### config.mk
export PLATFORM = sky130hd
export DESIGN_NAME = axi_burst_master_flat
export DESIGN_NICKNAME = d
export VERILOG_FILES = /design/src/rtl/axi_pkg.sv /design/src/rtl/axi_ifc.sv /design/src/rtl/axi_burst_master.sv /design/src/flat_wrapper.sv
export SDC_FILE = /design/constraint.sdc
export NUM_CORES = 1
export LEC_CHECK = 0
export BUFFER_PORTS_ARGS = -buffer_cell sky130_fd_sc_hd__buf_4
export CORE_AREA = 3 3 116 118
export CTS_CLUSTER_DIAMETER = 80
export CTS_CLUSTER_SIZE = 16
export DETAILED_ROUTE_END_ITERATION = 12
export DIE_AREA = 0 0 119 121
export MAX_ROUTING_LAYER = met4
export SLEW_MARGIN = 20
export SYNTH_ARGS = -nofsm -noshare
export SYNTH_HDL_FRONTEND = slang
export SYNTH_SLANG_ARGS = --single-unit
export TNS_END_PERCENT = 20
### constraint.sdc
create_clock -name clk -period 2 [get_ports clk]
set_input_delay 0.4 -clock clk [delete_from_list [all_inputs] [get_ports clk]]
set_output_delay 0.4 -clock clk [all_outputs]
set_load 0.01 [all_outputs]
### src/rtl/axi_pkg.sv
// Shared AXI constants: burst types and response codes.
package axi_pkg;

    localparam logic [1:0] AXI_BURST_FIXED = 2'b00;
    localparam logic [1:0] AXI_BURST_INCR  = 2'b01;
    localparam logic [1:0] AXI_BURST_WRAP  = 2'b10;

    localparam logic [1:0] AXI_RESP_OKAY   = 2'b00;
    localparam logic [1:0] AXI_RESP_EXOKAY = 2'b01;
    localparam logic [1:0] AXI_RESP_SLVERR = 2'b10;
    localparam logic [1:0] AXI_RESP_DECERR = 2'b11;

    // AXI size encoding for a beat of the given byte width
    function automatic logic [2:0] axi_size(input int unsigned bytes);
        return 3'($clog2(bytes));
    endfunction

endpackage

### src/rtl/axi_ifc.sv
// AXI4 bus bundle with master and slave views.
interface axi_ifc #(
    parameter int unsigned ID_W   = 4,
    parameter int unsigned ADDR_W = 32,
    parameter int unsigned DATA_W = 32
);
    localparam int unsigned STRB_W = DATA_W / 8;

    logic [ID_W-1:0]   awid;
    logic [ADDR_W-1:0] awaddr;
    logic [7:0]        awlen;
    logic [2:0]        awsize;
    logic [1:0]        awburst;
    logic              awvalid;
    logic              awready;

    logic [DATA_W-1:0] wdata;
    logic [STRB_W-1:0] wstrb;
    logic              wlast;
    logic              wvalid;
    logic              wready;

    logic [ID_W-1:0]   bid;
    logic [1:0]        bresp;
    logic              bvalid;
    logic              bready;

    logic [ID_W-1:0]   arid;
    logic [ADDR_W-1:0] araddr;
    logic [7:0]        arlen;
    logic [2:0]        arsize;
    logic [1:0]        arburst;
    logic              arvalid;
    logic              arready;

    logic [ID_W-1:0]   rid;
    logic [DATA_W-1:0] rdata;
    logic [1:0]        rresp;
    logic              rlast;
    logic              rvalid;
    logic              rready;

    modport master (
        output awid, awaddr, awlen, awsize, awburst, awvalid,
        input  awready,
        output wdata, wstrb, wlast, wvalid,
        input  wready,
        input  bid, bresp, bvalid,
        output bready,
        output arid, araddr, arlen, arsize, arburst, arvalid,
        input  arready,
        input  rid, rdata, rresp, rlast, rvalid,
        output rready
    );

    modport slave (
        input  awid, awaddr, awlen, awsize, awburst, awvalid,
        output awready,
        input  wdata, wstrb, wlast, wvalid,
        output wready,
        output bid, bresp, bvalid,
        input  bready,
        input  arid, araddr, arlen, arsize, arburst, arvalid,
        output arready,
        output rid, rdata, rresp, rlast, rvalid,
        input  rready
    );

endinterface

### src/rtl/axi_burst_master.sv
// Single-command AXI4 INCR burst master: one write or read burst per command,
// with a one-cycle done pulse and an error flag qualified by done.
module axi_burst_master
    import axi_pkg::*;
#(
    parameter int unsigned ID      = 0,
    parameter int unsigned IDWIDTH = 4,
    parameter int unsigned AWIDTH  = 32,
    parameter int unsigned DWIDTH  = 32
) (
    input  logic              clk,
    input  logic              reset,
    input  logic              cmd_valid,
    output logic              cmd_ready,
    input  logic              cmd_write,
    input  logic [AWIDTH-1:0] cmd_addr,
    input  logic [7:0]        cmd_len,
    input  logic [DWIDTH-1:0] wr_data,
    input  logic              wr_valid,
    output logic              wr_ready,
    output logic [DWIDTH-1:0] rd_data,
    output logic              rd_valid,
    output logic              rd_last,
    input  logic              rd_ready,
    output logic              done,
    output logic              err,
    axi_ifc.master            m
);

    localparam int unsigned STRBW  = DWIDTH / 8;
    localparam logic [2:0]  AXSIZE = axi_size(STRBW);

    typedef enum logic [2:0] {
        S_IDLE,
        S_WADDR,
        S_WDATA,
        S_WRESP,
        S_RADDR,
        S_RDATA
    } state_e;

    state_e            state_q, state_d;
    logic [AWIDTH-1:0] addr_q, addr_d;
    logic [7:0]        len_q, len_d;
    logic [7:0]        cnt_q, cnt_d;
    logic              err_acc_q, err_acc_d;
    logic              done_q, done_d;
    logic              err_q, err_d;
    logic              wlast_c;
    logic              beat_err_c;

    // Address/control fields are constant for the whole burst
    assign m.awid    = IDWIDTH'(ID);
    assign m.awaddr  = addr_q;
    assign m.awlen   = len_q;
    assign m.awsize  = AXSIZE;
    assign m.awburst = AXI_BURST_INCR;
    assign m.arid    = IDWIDTH'(ID);
    assign m.araddr  = addr_q;
    assign m.arlen   = len_q;
    assign m.arsize  = AXSIZE;
    assign m.arburst = AXI_BURST_INCR;
    assign m.wdata   = wr_data;
    assign m.wstrb   = '1;

    assign wlast_c   = (state_q == S_WDATA) && (cnt_q == len_q);
    assign m.wlast   = wlast_c;

    assign done      = done_q;
    assign err       = err_q;

    // State and datapath registers; reset wins over any handshake
    always_ff @(posedge clk) begin
        if (reset) begin
            state_q   <= S_IDLE;
            addr_q    <= '0;
            len_q     <= '0;
            cnt_q     <= '0;
            err_acc_q <= 1'b0;
            done_q    <= 1'b0;
            err_q     <= 1'b0;
        end else begin
            state_q   <= state_d;
            addr_q    <= addr_d;
            len_q     <= len_d;
            cnt_q     <= cnt_d;
            err_acc_q <= err_acc_d;
            done_q    <= done_d;
            err_q     <= err_d;
        end
    end

    // Next-state, beat counting, error accumulation and handshake steering
    always_comb begin
        state_d    = state_q;
        addr_d     = addr_q;
        len_d      = len_q;
        cnt_d      = cnt_q;
        err_acc_d  = err_acc_q;
        done_d     = 1'b0;
        err_d      = 1'b0;
        beat_err_c = 1'b0;
        cmd_ready  = 1'b0;
        wr_ready   = 1'b0;
        rd_valid   = 1'b0;
        rd_last    = 1'b0;
        rd_data    = '0;
        m.awvalid  = 1'b0;
        m.wvalid   = 1'b0;
        m.bready   = 1'b0;
        m.arvalid  = 1'b0;
        m.rready   = 1'b0;

        unique case (state_q)
            S_IDLE: begin
                cmd_ready = 1'b1;
                if (cmd_valid) begin
                    addr_d    = cmd_addr & ~AWIDTH'(3);
                    len_d     = cmd_len;
                    cnt_d     = '0;
                    err_acc_d = 1'b0;
                    state_d   = cmd_write ? S_WADDR : S_RADDR;
                end
            end
            S_WADDR: begin
                m.awvalid = 1'b1;
                if (m.awready) begin
                    state_d = S_WDATA;
                end
            end
            S_WDATA: begin
                m.wvalid = wr_valid;
                wr_ready = m.wready;
                if (wr_valid && m.wready) begin
                    cnt_d = cnt_q + 8'd1;
                    if (wlast_c) begin
                        state_d = S_WRESP;
                    end
                end
            end
            S_WRESP: begin
                m.bready = 1'b1;
                if (m.bvalid) begin
                    state_d = S_IDLE;
                    done_d  = 1'b1;
                    err_d   = err_acc_q | (m.bresp != AXI_RESP_OKAY);
                end
            end
            S_RADDR: begin
                m.arvalid = 1'b1;
                if (m.arready) begin
                    state_d = S_RDATA;
                end
            end
            S_RDATA: begin
                rd_valid = m.rvalid;
                rd_data  = m.rdata;
                rd_last  = m.rlast;
                m.rready = rd_ready;
                if (m.rvalid && rd_ready) begin
                    cnt_d      = cnt_q + 8'd1;
                    // Flag a bad response, an early rlast or a missing rlast
                    beat_err_c = (m.rresp != AXI_RESP_OKAY) || (m.rlast != (cnt_q == len_q));
                    if (m.rlast) begin
                        state_d = S_IDLE;
                        done_d  = 1'b1;
                        err_d   = err_acc_q | beat_err_c;
                    end else begin
                        err_acc_d = err_acc_q | beat_err_c;
                    end
                end
            end
            default: begin
                state_d = S_IDLE;
            end
        endcase
    end

endmodule

### src/flat_wrapper.sv
// flat-port wrapper written by rule: the top's interface ports become plain ports
module axi_burst_master_flat import axi_pkg::*;
#(
    parameter int unsigned ID      = 0,
    parameter int unsigned IDWIDTH = 4,
    parameter int unsigned AWIDTH  = 32,
    parameter int unsigned DWIDTH  = 32
)
  (clk, reset, cmd_valid, cmd_ready, cmd_write, cmd_addr, cmd_len, wr_data, wr_valid, wr_ready, rd_data, rd_valid, rd_last, rd_ready, done, err, m_awid, m_awaddr, m_awlen, m_awsize, m_awburst, m_awvalid, m_awready, m_wdata, m_wstrb, m_wlast, m_wvalid, m_wready, m_bid, m_bresp, m_bvalid, m_bready, m_arid, m_araddr, m_arlen, m_arsize, m_arburst, m_arvalid, m_arready, m_rid, m_rdata, m_rresp, m_rlast, m_rvalid, m_rready);
  axi_ifc #(.ID_W((4)), .ADDR_W((32)), .DATA_W((32))) m_i ();
  input  logic clk;
  input  logic reset;
  input  logic cmd_valid;
  output logic cmd_ready;
  input  logic cmd_write;
  input  logic [AWIDTH-1:0] cmd_addr;
  input  logic [7:0] cmd_len;
  input  logic [DWIDTH-1:0] wr_data;
  input  logic wr_valid;
  output logic wr_ready;
  output logic [DWIDTH-1:0] rd_data;
  output logic rd_valid;
  output logic rd_last;
  input  logic rd_ready;
  output logic done;
  output logic err;
  output wire logic [$bits(m_i.awid)-1:0] m_awid;
  output wire logic [$bits(m_i.awaddr)-1:0] m_awaddr;
  output wire logic [$bits(m_i.awlen)-1:0] m_awlen;
  output wire logic [$bits(m_i.awsize)-1:0] m_awsize;
  output wire logic [$bits(m_i.awburst)-1:0] m_awburst;
  output wire logic [$bits(m_i.awvalid)-1:0] m_awvalid;
  input wire logic [$bits(m_i.awready)-1:0] m_awready;
  output wire logic [$bits(m_i.wdata)-1:0] m_wdata;
  output wire logic [$bits(m_i.wstrb)-1:0] m_wstrb;
  output wire logic [$bits(m_i.wlast)-1:0] m_wlast;
  output wire logic [$bits(m_i.wvalid)-1:0] m_wvalid;
  input wire logic [$bits(m_i.wready)-1:0] m_wready;
  input wire logic [$bits(m_i.bid)-1:0] m_bid;
  input wire logic [$bits(m_i.bresp)-1:0] m_bresp;
  input wire logic [$bits(m_i.bvalid)-1:0] m_bvalid;
  output wire logic [$bits(m_i.bready)-1:0] m_bready;
  output wire logic [$bits(m_i.arid)-1:0] m_arid;
  output wire logic [$bits(m_i.araddr)-1:0] m_araddr;
  output wire logic [$bits(m_i.arlen)-1:0] m_arlen;
  output wire logic [$bits(m_i.arsize)-1:0] m_arsize;
  output wire logic [$bits(m_i.arburst)-1:0] m_arburst;
  output wire logic [$bits(m_i.arvalid)-1:0] m_arvalid;
  input wire logic [$bits(m_i.arready)-1:0] m_arready;
  input wire logic [$bits(m_i.rid)-1:0] m_rid;
  input wire logic [$bits(m_i.rdata)-1:0] m_rdata;
  input wire logic [$bits(m_i.rresp)-1:0] m_rresp;
  input wire logic [$bits(m_i.rlast)-1:0] m_rlast;
  input wire logic [$bits(m_i.rvalid)-1:0] m_rvalid;
  output wire logic [$bits(m_i.rready)-1:0] m_rready;
  assign m_awid = m_i.awid;
  assign m_awaddr = m_i.awaddr;
  assign m_awlen = m_i.awlen;
  assign m_awsize = m_i.awsize;
  assign m_awburst = m_i.awburst;
  assign m_awvalid = m_i.awvalid;
  assign m_i.awready = m_awready;
  assign m_wdata = m_i.wdata;
  assign m_wstrb = m_i.wstrb;
  assign m_wlast = m_i.wlast;
  assign m_wvalid = m_i.wvalid;
  assign m_i.wready = m_wready;
  assign m_i.bid = m_bid;
  assign m_i.bresp = m_bresp;
  assign m_i.bvalid = m_bvalid;
  assign m_bready = m_i.bready;
  assign m_arid = m_i.arid;
  assign m_araddr = m_i.araddr;
  assign m_arlen = m_i.arlen;
  assign m_arsize = m_i.arsize;
  assign m_arburst = m_i.arburst;
  assign m_arvalid = m_i.arvalid;
  assign m_i.arready = m_arready;
  assign m_i.rid = m_rid;
  assign m_i.rdata = m_rdata;
  assign m_i.rresp = m_rresp;
  assign m_i.rlast = m_rlast;
  assign m_i.rvalid = m_rvalid;
  assign m_rready = m_i.rready;
  axi_burst_master #(.ID(ID), .IDWIDTH(IDWIDTH), .AWIDTH(AWIDTH), .DWIDTH(DWIDTH)) u_core (.clk(clk), .reset(reset), .cmd_valid(cmd_valid), .cmd_ready(cmd_ready), .cmd_write(cmd_write), .cmd_addr(cmd_addr), .cmd_len(cmd_len), .wr_data(wr_data), .wr_valid(wr_valid), .wr_ready(wr_ready), .rd_data(rd_data), .rd_valid(rd_valid), .rd_last(rd_last), .rd_ready(rd_ready), .done(done), .err(err), .m(m_i));
endmodule
==> summary.md <==
| Metric | Value |
|---|---|
| CTS tree | `built` |
| Hold_buf cts | `0` |
| Die Y | `121 um` |
| DR vias/cell | `4.31` |
| Outcome | `complete, no violations` |
| Die Area | `14400 um2` |
| Aggregate global-route resource usage | `14.3%` |
| Sequential fraction of the synthesis area | `32.1%` |
| Final count of pins violating max slew | `0` |
| Layout Cells excl Fill | `729` |
| Most frequent cells in the layout | `buf_4 (221), nand2_1 (87), a21oi_1 (46), dfxtp_1 (43), and2_1 (38)` |
| Asr flop ratio synth | `0%` |
| Fin crit share | `98.5%` |
| Initial Util | `25.8%` |
| # H-tree levels | `2` |
| Worst Skew | `0.00909 ns` |
| CP arrival | `1.57 ns` |
| Distinct cell type count after synthesis | `46` |
| Largest net degree at the start of global routing | `39` |
| First-pass GRT wire length | `16000 um` |
| Hold Crit Class | `input port to flop` |
| RSZ-0062 raised after global routing | `yes` |
| DRC | `0` |
| Post-Syn Instances | `422` |
| Hold slack final | `0.343 ns` |
| Synth-to-layout area growth | `41.7%` |
| Syn. warnings | `0` |
| Initial DRC count | `156` |
| Share of cells above drive strength 1 | `45.2%` |
| CP startpoint | `u_core.m.arlen[7]` |
| Core Rows | `41` |
| Setup crit end kind | `output pin` |
| Power, Total | `4.35 mW` |
| Total gr overflow | `0` |
| Placed instance count | `717` |
| PD cells | `947 nW/um2` |
| Minimum clock period after layout | `1.97 ns` |
| WL per Instance | `14.8 um` |
| Critical Path Start Type | `flop` |
| Synth Cell Area | `3240 um2` |
| Hold Path Origin | `cmd_len[5]` |
| Clk root buf | `clkbuf_16` |
| TritonCTS Buffers | `5` |
| Synth Flop Type | `dfxtp_1` |
| Static Leak | `2.26 nW` |
| FF/Latch Area | `1050 um2` |
| Worst r2r src | `u_core.state_q[2]` |
| Core area | `12600 um2` |
| WP data required | `1.60 ns` |
| Multi-input logic area | `1480 um2` |
| Setup violators final | `0` |
| CP Class | `flop to output pin` |
| Commonest non-fill, non-tap cell in the layout | `buf_4` |
| Synthesized flop and latch total | `52` |
| FMAX | `508 MHz` |
| I/O Pins | `306` |
| Post-Route WL | `10800 um` |
| Die Wd | `119 um` |
| Fin. Hold Viols | `0` |
| Max_cap viols | `0` |
| Routed vias | `3141` |
| Max clock buf depth | `2` |
| Crit-path max FO | `4` |
| Fillers | `1348` |
| Nets@finish | `685` |
| Worst vdd ir | `0.289 mV` |
| Post-route ant nets | `0` |
| Ant diodes | `0` |
| Hpwl dp | `8950 um` |
| Vias in the first global route | `2900` |
| Port Buf Inserts | `205` |
| Number of synthesized flops with an enable pin | `0` |
| Initial antenna violation count | `0` |
| Syn Area/Cell | `7.69 um2` |
| GPL Wtd Cong | `0.821` |
| Clk slew on worst S/H paths | `0.08 ns` |
| Sink Count | `52` |
| Clock latency on the worst-skew pair | `0.29 ns` |
| Detailed Routing Iterations Pass 1 | `4` |
-- per-stage QoR --
stage / area (um2) / utilization (%) / setup TNS, ns / setup slack [ns]
after floorplan: 3330 / - / 0 / 0.349
after global placement: 4370 / 34.8 / 0 / 0.244
after detailed placement: 4370 / 34.8 / 0 / 0.223
after CTS: 4540 / 36.1 / -0.0418 / -0.0418
after global routing: 4590 / 36.6 / -0.0439 / -0.0300
final: 4590 / 36.6 / 0 / 0.0307
-- worst max-delay path, stage by stage, from the launching register on --
cell and delay [ns]:
dfxtp_1 0.35, xor2_1 0.16, nor4_2 0.32, buf_4 0.17, and3_4 0.18, buf_6 0.10
-- cell families after synthesis --
group / count (synthesis) / synth area share (%)
other: 2 / 0.232
AND/OR/NAND/NOR: 162 / 24.2
AO/OA/AOI/OAI: 68 / 13.2
buffers and inverters: 123 / 26.0
XOR/XNOR: 11 / 2.97
multiplexers: 3 / 0.965
adder cells (fa/ha/maj): 1 / 0.386
flip-flops: 52 / 32.1
-- state kept, by name, indices dropped and copies added (netlist names) --
signal	flops
u_core.m.arlen	8
u_core.state_q	3
u_core.done	1
u_core.m.araddr	30
u_core.err_acc_q	1
u_core.err	1
u_core.cnt_q	8
-- synth_stat cells (3+ instances only) --
cell      count  area, um2
nor2_1        9       33.8
nor3_1        9       45.0
nand2_1      87        327
o211ai_1      3       22.5
buf_4        97        728
and3_1        4       25.0
dfxtp_1      52       1040
and2_1       38        238
nand3_1       5       25.0
xor2_1       11       96.3
clkbuf_1     14       52.6
buf_2         7       35.0
a21oi_1      46        230
-- power breakdown --
group	internal, mW	leakage, nW	total, mW	switching [mW]
Clock	0.467	0.0702	0.860	0.394
Combinational	1.02	1.76	2.11	1.09
Sequential	1.22	0.429	1.38	0.167
-- layer usage --
layer | track usage (%) | share of wire (%)
met5 | - | 0
met4 | 3.04 | 1.0
met3 | 3.92 | 9.6
met2 | 27.4 | 55
met1 | 14.5 | 34
-- repair_timing --
action                                  4_1_cts  5_1_grt
endpoints found under the setup margin       12       35
setup buffers                                 0        4
pin swaps                                     1        3
resized for setup                             6       11
-- final timing paths --
kind | end | slack [ns] | cells after the start
worst max-delay path | m_wlast | 0.03 | 5
worst min-delay path | u_core.m.arlen[5] | 0.34 | 3
worst max register to register | u_core.state_q[0] | 0.19 | 7
worst min register to register | u_core.m.araddr[26] | 0.47 | 2
-- cell type report --
| class | instances | area share, % |
|---|---|---|
| multi-input combinational | 271 | 32.1 |
| tap | 172 | 4.68 |
| clock inverter | 3 | 0.463 |
| sequential | 52 | 23.0 |
| inverter | 3 | 0.245 |
| clock buffer | 5 | 2.72 |
| timing repair buffer | 223 | 36.8 |
(Power assumes the default switching activity.)
